[src/rtl/user_ip_apb_arb_if.sv]
// -----------------------------------------------------------------------------
// apb4_if
// APB4 signal bundle shared by one master and one slave.
//
// Signals:
//   psel, penable, pwrite   master -> slave, phase and direction
//   paddr[31:0]             master -> slave, byte address
//   pwdata[31:0]            master -> slave, write data
//   pready                  slave -> master, ends the ACCESS phase
//   prdata[31:0]            slave -> master, read data (valid with pready)
//   pslverr                 slave -> master, error flag (valid with pready)
// -----------------------------------------------------------------------------
interface apb4_if;
    logic        psel;
    logic        penable;
    logic        pwrite;
    logic [31:0] paddr;
    logic [31:0] pwdata;
    logic        pready;
    logic [31:0] prdata;
    logic        pslverr;

    modport master (
        output psel, penable, pwrite, paddr, pwdata,
        input  pready, prdata, pslverr
    );

    modport slave (
        input  psel, penable, pwrite, paddr, pwdata,
        output pready, prdata, pslverr
    );
endinterface

[src/rtl/user_ip_apb_arb.sv]
// -----------------------------------------------------------------------------
// user_ip_apb_arb
// Round-robin arbiter letting NREQ requesters share one APB4 slave. The
// winning request is latched in IDLE, run through SETUP/ACCESS on the APB
// bus, and completed with a one-cycle ack pulse in DONE. An ACCESS phase that
// sees no pready for TMO_CYC cycles is aborted and reported as an error.
//
// Parameters:
//   NREQ      number of requesters (2..4)
//   BASE_ADDR slot base OR-ed into every paddr
//   TMO_CYC   ACCESS cycles without pready before abort (0 = never)
//
// Ports:
//   clk_i    clock, rising edge
//   rst_i    synchronous active-high reset
//   req_i    per-requester request, held until its ack
//   addr_i   per-requester 8-bit register offset, slice k = [8k+7:8k]
//   wr_i     per-requester direction, 1 = write
//   wdata_i  per-requester 32-bit write data, slice k = [32k+31:32k]
//   ack_o    one-cycle completion pulse to the granted requester
//   err_o    valid with ack_o: slave error or timeout
//   rdata_o  valid with ack_o: read data, 0 on writes and errors
//   apb      APB4 master port
//
// Handshake: a requester raises req_i together with its addr/wr/wdata and
// keeps it high; once granted, the fields are latched and later changes are
// ignored. The transfer ends with ack_o (plus err_o/rdata_o) high for exactly
// one cycle. On the APB side a transfer completes in the first ACCESS cycle
// in which pready is sampled high; pready/pslverr are ignored in other states.
// -----------------------------------------------------------------------------
module user_ip_apb_arb #(
    parameter int          NREQ      = 2,
    parameter logic [31:0] BASE_ADDR = 32'h0000_0000,
    parameter logic [15:0] TMO_CYC   = 16'd255
) (
    input  logic               clk_i,
    input  logic               rst_i,
    input  logic [NREQ-1:0]    req_i,
    input  logic [NREQ*8-1:0]  addr_i,
    input  logic [NREQ-1:0]    wr_i,
    input  logic [NREQ*32-1:0] wdata_i,
    output logic [NREQ-1:0]    ack_o,
    output logic               err_o,
    output logic [31:0]        rdata_o,
    apb4_if.master             apb
);

    localparam int IW = $clog2(NREQ);
    localparam logic [IW:0]   NREQ_W     = (IW+1)'(NREQ);
    localparam logic [IW-1:0] LAST_RESET = IW'(NREQ - 1);

    typedef enum logic [1:0] {
        IDLE   = 2'd0,
        SETUP  = 2'd1,
        ACCESS = 2'd2,
        DONE   = 2'd3
    } state_t;

    state_t          state_q;
    logic [IW-1:0]   last_q;
    logic [IW-1:0]   grant_q;
    logic [7:0]      addr_q;
    logic            wr_q;
    logic [31:0]     wdata_q;
    logic [15:0]     cnt_q;
    logic            psel_q;
    logic            penable_q;
    logic [NREQ-1:0] ack_q;
    logic            err_q;
    logic [31:0]     rdata_q;

    // Round-robin winner: scan from last_q+1 upward, wrapping at NREQ.
    logic [IW-1:0]   win_d;
    logic            found_d;
    logic [IW:0]     idx_d;

    always_comb begin
        win_d   = '0;
        found_d = 1'b0;
        idx_d   = '0;
        for (int i = 1; i <= NREQ; i++) begin
            idx_d = {1'b0, last_q} + (IW+1)'(i);
            if (idx_d >= NREQ_W) begin
                idx_d = idx_d - NREQ_W;
            end
            if (!found_d && req_i[idx_d[IW-1:0]]) begin
                found_d = 1'b1;
                win_d   = idx_d[IW-1:0];
            end
        end
    end

    logic tmo_hit;
    assign tmo_hit = (TMO_CYC != 16'd0) && (cnt_q == TMO_CYC);

    always_ff @(posedge clk_i) begin
        if (rst_i) begin
            state_q   <= IDLE;
            last_q    <= LAST_RESET;
            grant_q   <= '0;
            addr_q    <= '0;
            wr_q      <= 1'b0;
            wdata_q   <= '0;
            cnt_q     <= '0;
            psel_q    <= 1'b0;
            penable_q <= 1'b0;
            ack_q     <= '0;
            err_q     <= 1'b0;
            rdata_q   <= '0;
        end else begin
            case (state_q)
                IDLE: begin
                    if (found_d) begin
                        grant_q <= win_d;
                        addr_q  <= addr_i[win_d*8 +: 8];
                        wr_q    <= wr_i[win_d];
                        wdata_q <= wdata_i[win_d*32 +: 32];
                        cnt_q   <= '0;
                        psel_q  <= 1'b1;
                        state_q <= SETUP;
                    end
                end
                SETUP: begin
                    penable_q <= 1'b1;
                    state_q   <= ACCESS;
                end
                ACCESS: begin
                    if (apb.pready) begin
                        psel_q    <= 1'b0;
                        penable_q <= 1'b0;
                        ack_q     <= {{(NREQ-1){1'b0}}, 1'b1} << grant_q;
                        err_q     <= apb.pslverr;
                        rdata_q   <= (!wr_q && !apb.pslverr) ? apb.prdata : 32'd0;
                        last_q    <= grant_q;
                        state_q   <= DONE;
                    end else if (tmo_hit) begin
                        psel_q    <= 1'b0;
                        penable_q <= 1'b0;
                        ack_q     <= {{(NREQ-1){1'b0}}, 1'b1} << grant_q;
                        err_q     <= 1'b1;
                        rdata_q   <= 32'd0;
                        last_q    <= grant_q;
                        state_q   <= DONE;
                    end else begin
                        cnt_q <= cnt_q + 16'd1;
                    end
                end
                DONE: begin
                    ack_q   <= '0;
                    err_q   <= 1'b0;
                    rdata_q <= '0;
                    state_q <= IDLE;
                end
                default: begin
                    state_q <= IDLE;
                end
            endcase
        end
    end

    // Address/data are only presented while psel is high; zero otherwise.
    assign apb.psel    = psel_q;
    assign apb.penable = penable_q;
    assign apb.pwrite  = psel_q & wr_q;
    assign apb.paddr   = psel_q ? (BASE_ADDR | {24'd0, addr_q}) : 32'd0;
    assign apb.pwdata  = psel_q ? wdata_q : 32'd0;

    assign ack_o   = ack_q;
    assign err_o   = err_q;
    assign rdata_o = rdata_q;

endmodule

[src/flat_wrapper.sv]
// flat-port wrapper written by rule: the top's interface ports become plain ports
module user_ip_apb_arb_flat 
#(
    parameter int          NREQ      = 2,
    parameter logic [31:0] BASE_ADDR = 32'h0000_0000,
    parameter logic [15:0] TMO_CYC   = 16'd255
)
  (clk_i, rst_i, req_i, addr_i, wr_i, wdata_i, ack_o, err_o, rdata_o, apb_psel, apb_penable, apb_pwrite, apb_paddr, apb_pwdata, apb_pready, apb_prdata, apb_pslverr);
  apb4_if apb_i ();
  input  logic clk_i;
  input  logic rst_i;
  input  logic [NREQ-1:0] req_i;
  input  logic [NREQ*8-1:0] addr_i;
  input  logic [NREQ-1:0] wr_i;
  input  logic [NREQ*32-1:0] wdata_i;
  output logic [NREQ-1:0] ack_o;
  output logic err_o;
  output logic [31:0] rdata_o;
  output wire logic [$bits(apb_i.psel)-1:0] apb_psel;
  output wire logic [$bits(apb_i.penable)-1:0] apb_penable;
  output wire logic [$bits(apb_i.pwrite)-1:0] apb_pwrite;
  output wire logic [$bits(apb_i.paddr)-1:0] apb_paddr;
  output wire logic [$bits(apb_i.pwdata)-1:0] apb_pwdata;
  input wire logic [$bits(apb_i.pready)-1:0] apb_pready;
  input wire logic [$bits(apb_i.prdata)-1:0] apb_prdata;
  input wire logic [$bits(apb_i.pslverr)-1:0] apb_pslverr;
  assign apb_psel = apb_i.psel;
  assign apb_penable = apb_i.penable;
  assign apb_pwrite = apb_i.pwrite;
  assign apb_paddr = apb_i.paddr;
  assign apb_pwdata = apb_i.pwdata;
  assign apb_i.pready = apb_pready;
  assign apb_i.prdata = apb_prdata;
  assign apb_i.pslverr = apb_pslverr;
  user_ip_apb_arb #(.NREQ(NREQ), .BASE_ADDR(BASE_ADDR), .TMO_CYC(TMO_CYC)) u_core (.clk_i(clk_i), .rst_i(rst_i), .req_i(req_i), .addr_i(addr_i), .wr_i(wr_i), .wdata_i(wdata_i), .ack_o(ack_o), .err_o(err_o), .rdata_o(rdata_o), .apb(apb_i));
endmodule
[config.mk]
export PLATFORM = sky130hd
export DESIGN_NAME = user_ip_apb_arb_flat
export DESIGN_NICKNAME = d
export VERILOG_FILES = /design/src/rtl/user_ip_apb_arb_if.sv /design/src/rtl/user_ip_apb_arb.sv /design/src/flat_wrapper.sv
export SDC_FILE = /design/constraint.sdc
export NUM_CORES = 1
export LEC_CHECK = 0
export CAP_MARGIN = 20
export CORE_MARGIN = 8
export CORE_UTILIZATION = 46
export DETAILED_ROUTE_END_ITERATION = 10
export PLACE_DENSITY = 0.95
export SETUP_SLACK_MARGIN = 0.2
export SLEW_MARGIN = 5
export SYNTH_ARGS = -nofsm -noshare
export SYNTH_HDL_FRONTEND = slang
export SYNTH_SLANG_ARGS = --single-unit
[constraint.sdc]
create_clock -name clk_i -period 6 [get_ports clk_i]
set_input_delay 0.6 -clock clk_i [delete_from_list [all_inputs] [get_ports clk_i]]
set_output_delay 0.6 -clock clk_i [all_outputs]
set_load 0.1 [all_outputs]
==> flow_metrics.tcl, run 1 <==
set metrics [dict create \
    finalHoldViolCount 0 \
    clock_tree_from_tritoncts "yes" \
    status "complete, no violations" \
    post_layout_nonfiller_instances 884 \
    port-buffer-count 197 \
    power_report.internal_total_mw 1.36 \
    htree_num_levels 3 \
    final-setup-viol-count 0 \
    post_synth_xor_area_fraction 0.00706 \
    synth.ff_latch_count 98 \
    power.sequential.fraction 0.321 \
    synth.cell_area_um2 4960 \
    gpl.final_weighted_congestion 0.806 \
    rsz_0062_raised_after_global_routing "false" \
    cts.repair_timing.setup_buffer_count 0 \
    dr_total_vias 4643 \
    cts_hold_bufs 0 \
    max_freq_mhz 320 \
    dp_hpwl_um 11200 \
    required_ps 6210 \
    number_of_flops_mapped_to_enable_cells_by_yosys 0 \
    clock_skew_ps 19.2 \
    synth_compound_gate_area_share 0.156 \
    grt_usage 0.196 \
    detail_route.wl_per_cell_um 16.4 \
    crit_type "reg -> reg" \
    core.rowCount 38 \
    post_cts_resized 0 \
    coreArea_um2 10700 \
    mostFrequentLayoutCells "196 x sky130_fd_sc_hd__clkdlybuf4s50_1, 98 x sky130_fd_sc_hd__dfxtp_1, 60 x sky130_fd_sc_hd__nor2_1" \
    antennaDiodeCount 0 \
    cp_max_fo 35 \
    synth_simple_gate_area_share 0.255 \
    layout-drive-gt1-share 0.0685 \
    synth.distinct_cells 44 \
    sequential_cell_area_fraction_in_the_yosys_report 0.395 \
    comb_power_share 0.513 \
    cts_root_buffer "sky130_fd_sc_hd__clkbuf_8" \
    start_kind "register" \
    drt-pass1-iter-count 5 \
    wl_um 14500 \
    clk_path_buf_depth 2 \
    worst_setup_hold_path_clk_slew_ps 100 \
    postSynth.topFlopCell "sky130_fd_sc_hd__dfxtp_1" \
    hold_path_class "reg -> reg" \
    die-height_um 120 \
    adder_cell_share_of_the_synthesized_area 0.0126 \
    post_synthesis_async_set_or_reset_flop_share 0 \
    drc_errors 0 \
    fin_crit_sh 0.520 \
    synthesis.yosys.warnings 0 \
    io_pins 222 \
    cellPowerDensity_nw_per_um2 377 \
    numClockSinks 98 \
    largest_family_of_logic_cells_by_synthesized_area "simple AND/OR/NAND/NOR gates" \
    worstPathArrival_ps 3340 \
    muxShareOfSynthArea 0.0888 \
    count_of_final_max_slew_check_failures 0 \
    grt_overflow 0 \
    leakage_nw 2.55 \
    worstMarginPinSlew_ps 1040 \
    syn2layout_area_growth_pct 42.8 \
    layout_commonest_cell "sky130_fd_sc_hd__clkdlybuf4s50_1" \
    initial_antenna_violation_count 0 \
    grt_first_pass_wirelength_um 23500 \
    number_of_nets_in_the_finished_design 864 \
    number_of_clock_buffers_inserted_by_tritoncts 9 \
    drt_iter0_drc 231 \
    fin_tns_setup_ps 0 \
    relSlewSlack 0.306 \
    die-area_um2 14400 \
    power.switching_mw 1.31 \
    clockPowerShare 0.166 \
    worstSkewPairLatency_ps 350 \
    start_util 0.464 \
    cp-end-kind "register" \
    layout_min_cycle_time_ps 3120 \
    drv_cap 0 \
    peakVddDrop_v 0.000277 \
    grt_max_degree 68 \
    avgSynthCellArea_um2 8.75 \
    synthesis.instances 567 \
    swShare 0.489 \
    die_width_um 120 \
    number_of_global_route_vias_before_repair 4804 \
    vias_per_cell 5.25 \
    dpl.cell_count 867 \
    final_antenna_net_count 0 \
]
-- cell families (layout without fill, tap and decap cells) --
family | after synthesis | in the layout
AO/OA/AOI/OAI | 116 | 116
XOR/XNOR | 4 | 4
adder cells (fa/ha/maj) | 5 | 5
buffers and inverters | 71 | 225
flip-flops | 98 | 98
multiplexers | 44 | 44
other | 1 | 24
AND/OR/NAND/NOR | 228 | 228
-- per-layer routing --
metal	vias to the layer above	part of all wire	routed length, µm	track usage
met3	29	0.079	1150	0.0695
met1	2126	0.40	5790	0.217
met4	0	0.024	352	0.0679
met5	-	0	0	0
li1	2276	-	-	-
met2	212	0.50	7240	0.340
-- stage by stage --
| stage | power, mW | worst slack (ps) | instance area, µm² | hold WS, ps | util |
|---|---|---|---|---|---|
| after floorplan | 1.94 | 3340 | 5050 | 450 | - |
| final | 2.67 | 2880 | 7090 | 472 | 0.663 |
| after global placement | 2.19 | 3010 | 6860 | 452 | 0.642 |
| after global routing | 2.81 | 2680 | 7090 | 494 | 0.663 |
| after CTS | 2.68 | 2490 | 7070 | 474 | 0.661 |
| after detailed placement | 2.23 | 2880 | 6860 | 456 | 0.642 |
-- registers in the layout (all words and copies together) (netlist names) --
name,flops
u_core.wdata_q,32
u_core.addr_q,8
u_core.last_q,1
u_core.grant_q,1
u_core.wr_q,1
u_core.rdata_o,32
u_core.apb.penable,1
u_core.state_q,2
u_core.apb.psel,1
u_core.ack_o,2
u_core.cnt_q,16
u_core.err_o,1
-- worst paths after layout --
kind	from	to	slack (ps)	cells past startpoint
worst min register to register	u_core.rdata_o[28]	u_core.rdata_o[28]	470	2
worst max-delay path	u_core.cnt_q[0]	u_core.ack_o[0]	2880	7
worst min-delay path	u_core.rdata_o[28]	u_core.rdata_o[28]	470	2
worst max register to register	u_core.cnt_q[0]	u_core.ack_o[0]	2880	7
-- final cells by class --
type                       count  area, µm²
clock inverter                 6       71.3
multi-input combinational    421       2690
tap                          140        175
inverter                       4       15.0
sequential                    98       1960
clock buffer                  10        138
timing repair buffer         205       2030
fill                         818       3610
-- worst max-delay path: stages, from the launching register on --
cell and delay (ps):
sky130_fd_sc_hd__dfxtp_1 460, sky130_fd_sc_hd__ha_1 260, sky130_fd_sc_hd__nand3_1 210, sky130_fd_sc_hd__or4_4 660, sky130_fd_sc_hd__a21oi_4 630, sky130_fd_sc_hd__buf_4 520
sky130_fd_sc_hd__nand2b_1 170, sky130_fd_sc_hd__a21oi_1 60
-- Yosys cell counts (9+ instances only) --
master                     number  area [µm²]
sky130_fd_sc_hd__buf_4         24         180
sky130_fd_sc_hd__o21ai_1       18        90.1
sky130_fd_sc_hd__nand3_2        9        90.1
sky130_fd_sc_hd__dfxtp_1       98        1960
sky130_fd_sc_hd__a211oi_1      41         308
sky130_fd_sc_hd__and2_1        44         275
sky130_fd_sc_hd__nor2_1        60         225
sky130_fd_sc_hd__mux2i_1       44         440
sky130_fd_sc_hd__nand2_1       11        41.3
sky130_fd_sc_hd__nor3_1         9        45.0
sky130_fd_sc_hd__clkbuf_1      26        97.6
sky130_fd_sc_hd__nand3_1       31         155
sky130_fd_sc_hd__o21ai_2       10        87.6
sky130_fd_sc_hd__a21oi_1       12        60.1
sky130_fd_sc_hd__nand2b_1      41         257
sky130_fd_sc_hd__o21ai_0       19        95.1
-- power groups by stage --
| stage | Sequential [mW] | Clock [mW] | Combinational (mW) |
|---|---|---|---|
| 6_report | 0.857 | 0.445 | 1.37 |
| 5_1_grt | 0.872 | 0.485 | 1.45 |
| 4_1_cts | 0.876 | 0.455 | 1.35 |
| 3_5_place_dp | 0.887 | 0 | 1.35 |
| 3_3_place_gp | 0.882 | 0 | 1.30 |
| 2_1_floorplan | 0.983 | 0 | 0.960 |
(Power assumes the default switching activity.)
==> run 2, diff against run 1 <==
--- a/config.mk
+++ b/config.mk
@@ -7,9 +7,9 @@
 export LEC_CHECK = 0
 export CAP_MARGIN = 20
 export CORE_MARGIN = 8
-export CORE_UTILIZATION = 46
+export CORE_UTILIZATION = 42
 export DETAILED_ROUTE_END_ITERATION = 10
-export PLACE_DENSITY = 0.95
+export PLACE_DENSITY = 0.9
 export SETUP_SLACK_MARGIN = 0.2
 export SLEW_MARGIN = 5
 export SYNTH_ARGS = -nofsm -noshare
==> constraint.sdc (replaced) <==
create_clock -name clk_i -period 3 [get_ports clk_i]
set_input_delay 0.3 -clock clk_i [delete_from_list [all_inputs] [get_ports clk_i]]
set_output_delay 0.3 -clock clk_i [all_outputs]
set_load 0.1 [all_outputs]
==> flow_metrics.tcl, run 2 (synthesized netlist as in run 1, its figures left out) <==
set metrics [dict create \
    final-setup-viol-count 0 \
    comb_power_share 0.486 \
    design_area_um2 7050 \
    detail_route.wl_per_cell_um 16.2 \
    drt-pass1-iter-count 4 \
    power_report.internal_total_mw 2.96 \
    cp_max_fo 10 \
    swShare 0.472 \
    max_freq_mhz 416 \
    dpl.cell_count 875 \
    numClockSinks 98 \
    die-height_um 125 \
    worst_r2r_startpoint "u_core.cnt_q[0]" \
    worst_reg2reg_setup_slack_ps 600 \
    rsz_0062_raised_after_global_routing "false" \
    relSlewSlack 0.338 \
    layout_min_cycle_time_ps 2400 \
    r2r_cells 6 \
    critPathCapture "u_core.cnt_q[11]" \
    final_antenna_net_count 0 \
    worstSkewPairLatency_ps 350 \
    clockPowerShare 0.213 \
    layout-drive-gt1-share 0.163 \
    grt_usage 0.178 \
    peakVddDrop_v 0.000474 \
    count_of_final_max_slew_check_failures 0 \
    die-area_um2 15500 \
    post_cts_resized 0 \
    report.power.total_mw 5.60 \
    drc_errors 0 \
    worstMarginPinSlew_ps 991 \
    worstPathArrival_ps 2650 \
    placement.cell_area_um2 6740 \
    wl_met3_um 1180 \
    met2_wirelength_um 7230 \
    drt_iter0_drc 206 \
    die_width_um 125 \
    worst_setup_hold_path_clk_slew_ps 70 \
    clock_tree_from_tritoncts "yes" \
    grt_max_degree 84 \
    status "complete, no violations" \
    number_of_nets_in_the_finished_design 868 \
    io_pins 222 \
    startpoint "u_core.cnt_q[0]" \
    cts_hold_bufs 0 \
    grt_first_pass_wirelength_um 23300 \
    holdCritStartpoint "rst_i" \
    wirelength_met1_um 5760 \
    cts_root_buffer "sky130_fd_sc_hd__clkbuf_16" \
    r2r-end "u_core.cnt_q[11]" \
    number_of_clock_buffers_inserted_by_tritoncts 9 \
    critPathSlowestCell "sky130_fd_sc_hd__or4_4" \
    power.switching_mw 2.64 \
    cellPowerDensity_nw_per_um2 794 \
    layout_commonest_cell "sky130_fd_sc_hd__clkdlybuf4s50_1" \
    finalHoldViolCount 0 \
    timing.critical_path.cells "ha_1 -> nand3_1 -> or4_4 -> a31oi_2 -> o21ai_0 -> o31ai_1" \
    power.sequential.fraction 0.300 \
    fin_tns_setup_ps 0 \
    clk_path_buf_depth 2 \
    antennaDiodeCount 0 \
    start_kind "register" \
    gpl.final_weighted_congestion 0.852 \
    grt_overflow 0 \
    wl_um 14400 \
    core.rowCount 39 \
    start_util 0.433 \
    hold_path_class "in -> reg" \
    vias_per_cell 5.17 \
    timing.critical_path.slowest_cell_delay_ps 650 \
    initial_antenna_violation_count 0 \
    syn2layout_area_growth_pct 42.0 \
    leakage_nw 2.74 \
    clock_skew_ps 12.4 \
    cts.repair_timing.setup_buffer_count 0 \
    port-buffer-count 197 \
    htree_num_levels 3 \
    crit_type "reg -> reg" \
    drv_cap 0 \
    coreArea_um2 11500 \
    maxUsedRoutingLayer "met4" \
    cp-end-kind "register" \
    dr_total_vias 4604 \
    fin_crit_sh 0.801 \
    dp_hpwl_um 11100 \
    number_of_global_route_vias_before_repair 4685 \
    post_layout_nonfiller_instances 891 \
    required_ps 3250 \
    mostFrequentLayoutCells "129 x sky130_fd_sc_hd__clkdlybuf4s50_1, 98 x sky130_fd_sc_hd__dfxtp_1, 79 x sky130_fd_sc_hd__buf_4" \
]
-- run 2: critical path: cells and delay by family, from the launching register on --
family / cells / cell delay [ps]
adders and majority gates: 1 / 260
DFF: 1 / 430
AOI/OAI and AO/OA: 3 / 780
and+or+nand+nor: 2 / 850
-- run 2: worst min-delay path by stage --
stage | endpoint | slack, ps | depth (start not counted)
finish | u_core.err_o | 380 | 2
floorplan | u_core.rdata_o[10] | 420 | 2
global route | u_core.state_q[1] | 420 | 2
detailed placement | u_core.rdata_o[25] | 460 | 2
global placement | u_core.rdata_o[25] | 450 | 2
CTS | u_core.err_o | 380 | 2
-- run 2: layer usage --
metal,GRT usage,up-vias
li1,-,2285
met1,0.196,2136
met2,0.312,168
met3,0.0638,15
met4,0.0517,0
met5,0,-
-- run 2: layout make-up --
| type | instances | area, µm² |
|---|---|---|
| tap | 143 | 179 |
| multi-input combinational | 421 | 2690 |
| sequential | 98 | 1960 |
| inverter | 4 | 15.0 |
| timing repair buffer | 209 | 1890 |
| clock inverter | 6 | 71.3 |
| clock buffer | 10 | 239 |
| fill | 953 | 4420 |
-- run 2: power groups by stage --
stage	Sequential, mW	Combinational [mW]	Clock [mW]
2_1_floorplan	1.97	1.92	0
3_3_place_gp	1.69	2.68	0
3_5_place_dp	1.71	2.73	0
4_1_cts	1.68	2.74	1.22
5_1_grt	1.71	2.90	1.28
6_report	1.68	2.72	1.19
-- run 2: stage by stage --
step	util	worst slack, ps	hold slack [ps]
after floorplan	-	641	421
after global placement	0.588	717	451
after detailed placement	0.588	640	457
after CTS	0.615	624	383
after global routing	0.615	458	415
final	0.615	596	384
==> run 3, diff against run 2 <==
--- a/config.mk
+++ b/config.mk
@@ -7,9 +7,9 @@
 export LEC_CHECK = 0
 export CAP_MARGIN = 20
 export CORE_MARGIN = 8
-export CORE_UTILIZATION = 42
+export CORE_UTILIZATION = 38
 export DETAILED_ROUTE_END_ITERATION = 10
-export PLACE_DENSITY = 0.9
+export PLACE_DENSITY = 0.86
 export SETUP_SLACK_MARGIN = 0.2
 export SLEW_MARGIN = 5
 export SYNTH_ARGS = -nofsm -noshare
==> constraint.sdc (replaced) <==
create_clock -name clk_i -period 2.2 [get_ports clk_i]
set_input_delay 0.22 -clock clk_i [delete_from_list [all_inputs] [get_ports clk_i]]
set_output_delay 0.22 -clock clk_i [all_outputs]
set_load 0.1 [all_outputs]
==> flow_metrics.tcl, run 3 (synthesized netlist as in run 1, its figures left out) <==
set metrics [dict create \
    initial_antenna_violation_count 0 \
    drc_errors 0 \
    worstSkewPairLatency_ps 340 \
    count_of_final_max_slew_check_failures 0 \
    max_freq_mhz 450 \
    syn2layout_area_growth_pct 63.1 \
    antennaDiodeCount 0 \
    cp-end-kind "register" \
    holdCritStartpoint "rst_i" \
    grt_first_pass_wirelength_um 24000 \
    htree_num_levels 3 \
    r2r-end "u_core.rdata_o[18]" \
    core.rowCount 41 \
    number_of_clock_buffers_inserted_by_tritoncts 9 \
    layout-drive-gt1-share 0.226 \
    wl_um 15900 \
    r2r_cells 8 \
    postLayoutSetupSlackWorst_ps -20.8 \
    rsz_0062_raised_after_global_routing "true" \
    dr_total_vias 4799 \
    relSlewSlack 0.553 \
    clock_skew_ps 6.45 \
    finalHoldViolCount 0 \
    number_of_nets_in_the_finished_design 898 \
    worst_setup_hold_path_clk_slew_ps 70 \
    report.power.total_mw 8.75 \
    mostFrequentLayoutCells "118 x sky130_fd_sc_hd__clkdlybuf4s50_1, 92 x sky130_fd_sc_hd__dfxtp_1, 60 x sky130_fd_sc_hd__nor2_1" \
    post_layout_nonfiller_instances 948 \
    detail_route.wl_per_cell_um 16.7 \
    fin_crit_sh 1.01 \
    drt-pass1-iter-count 4 \
    cts_root_buffer "sky130_fd_sc_hd__clkbuf_16" \
    peakVddDrop_v 0.000496 \
    port-buffer-count 197 \
    dpl.cell_count 921 \
    drv_cap 0 \
    crit_type "reg -> reg" \
    io_pins 222 \
    layout_min_cycle_time_ps 2220 \
    die-height_um 130 \
    dp_hpwl_um 11300 \
    coreArea_um2 12700 \
    vias_per_cell 5.06 \
    worst_r2r_startpoint "u_core.cnt_q[12]" \
    grt_max_degree 84 \
    clock_tree_from_tritoncts "yes" \
    cellPowerDensity_nw_per_um2 1080 \
    start_util 0.392 \
    start_kind "register" \
    die_width_um 130 \
    final-setup-viol-count 1 \
    worst_reg2reg_setup_slack_ps -20 \
    cp_max_fo 6 \
    leakage_nw 3.12 \
    grt_overflow 0 \
    failed_checks "setup timing" \
    worstPathArrival_ps 2500 \
    layout_commonest_cell "sky130_fd_sc_hd__clkdlybuf4s50_1" \
    filler_cell_count 996 \
    final_antenna_net_count 0 \
    numClockSinks 98 \
    grt_usage 0.180 \
    hold_path_class "in -> reg" \
    cts_hold_bufs 0 \
    holdPathEnd "u_core.apb.penable" \
    drt_iter0_drc 212 \
    worstMarginPinSlew_ps 671 \
    clk_path_buf_depth 2 \
    status "finished, violations left" \
    required_ps 2470 \
    die-area_um2 17000 \
    hold-path-cell-count 2 \
    gpl.final_weighted_congestion 0.832 \
    number_of_global_route_vias_before_repair 4735 \
]
## run 3: cell count changes in the layout (fill, tap and decap cells not counted), moves of 6 or more
cell                              previous run  this run
sky130_fd_sc_hd__dfxtp_2                     0         6
sky130_fd_sc_hd__clkdlybuf4s50_1           129       118
sky130_fd_sc_hd__buf_12                      0        51
sky130_fd_sc_hd__dfxtp_1                    98        92
sky130_fd_sc_hd__buf_4                      79        58
## run 3: worst max path at each step
stage | startpoint | end | cells past startpoint
6_report | u_core.cnt_q[12] | u_core.rdata_o[18] | 8
5_1_grt | u_core.cnt_q[12] | u_core.rdata_o[18] | 8
4_1_cts | u_core.cnt_q[8] | u_core.rdata_o[31] | 8
3_5_place_dp | u_core.cnt_q[14] | u_core.rdata_o[6] | 6
3_3_place_gp | u_core.cnt_q[14] | u_core.rdata_o[8] | 7
2_1_floorplan | u_core.cnt_q[14] | u_core.rdata_o[18] | 7
## run 3: power by group
group	total, mW	switching, mW	internal [mW]
registers	2.37	0.248	2.12
logic	4.86	2.94	1.92
clock network	1.52	0.657	0.868
total	8.75	3.85	4.90
## run 3: repair_timing
item | 4_1_cts | 5_1_grt
gates cloned | 4 | 3
resized for setup | 17 | 12
buffers inserted | 5 | 1
pin swaps | 2 | 8
endpoints found under the hold margin | 0 | 0
endpoints found under the setup margin | 45 | 53
## run 3: final cells by class
| cell class | count | area, µm² | area share |
|---|---|---|---|
| clock buffer | 11 | 233 | 0.0288 |
| clock inverter | 3 | 42.5 | 0.00526 |
| inverter | 4 | 15.0 | 0.00186 |
| multi-input combinational | 421 | 2760 | 0.341 |
| sequential | 98 | 1970 | 0.243 |
| tap | 172 | 215 | 0.0266 |
| timing repair buffer | 239 | 2860 | 0.353 |
## run 3: layer usage
layer  track usage  share of wire
met5             0              0
met4        0.0478          0.017
met3        0.0926           0.11
met2         0.306           0.50
met1         0.192           0.37
## run 3: per-stage QoR
step	instance area (µm²)	setup slack, ps	TNS (ps)	hold slack, ps	utilization
after floorplan	5060	121	0	341	-
after global placement	7490	38.6	0	453	0.591
after detailed placement	7490	-10.1	-13.9	457	0.591
after CTS	7970	19.0	0	248	0.629
after global routing	8090	-80.5	-381	273	0.639
final	8090	-20.8	-20.8	269	0.639
## run 3: critical path: stages, from the launching register on
cell                      delay, ps
sky130_fd_sc_hd__dfxtp_2        320
sky130_fd_sc_hd__or4_4          530
sky130_fd_sc_hd__or4_4          530
sky130_fd_sc_hd__a21oi_4        220
sky130_fd_sc_hd__buf_12         150
sky130_fd_sc_hd__buf_16         120
sky130_fd_sc_hd__buf_12         110
sky130_fd_sc_hd__nand3_1         80
sky130_fd_sc_hd__o21ai_1         90
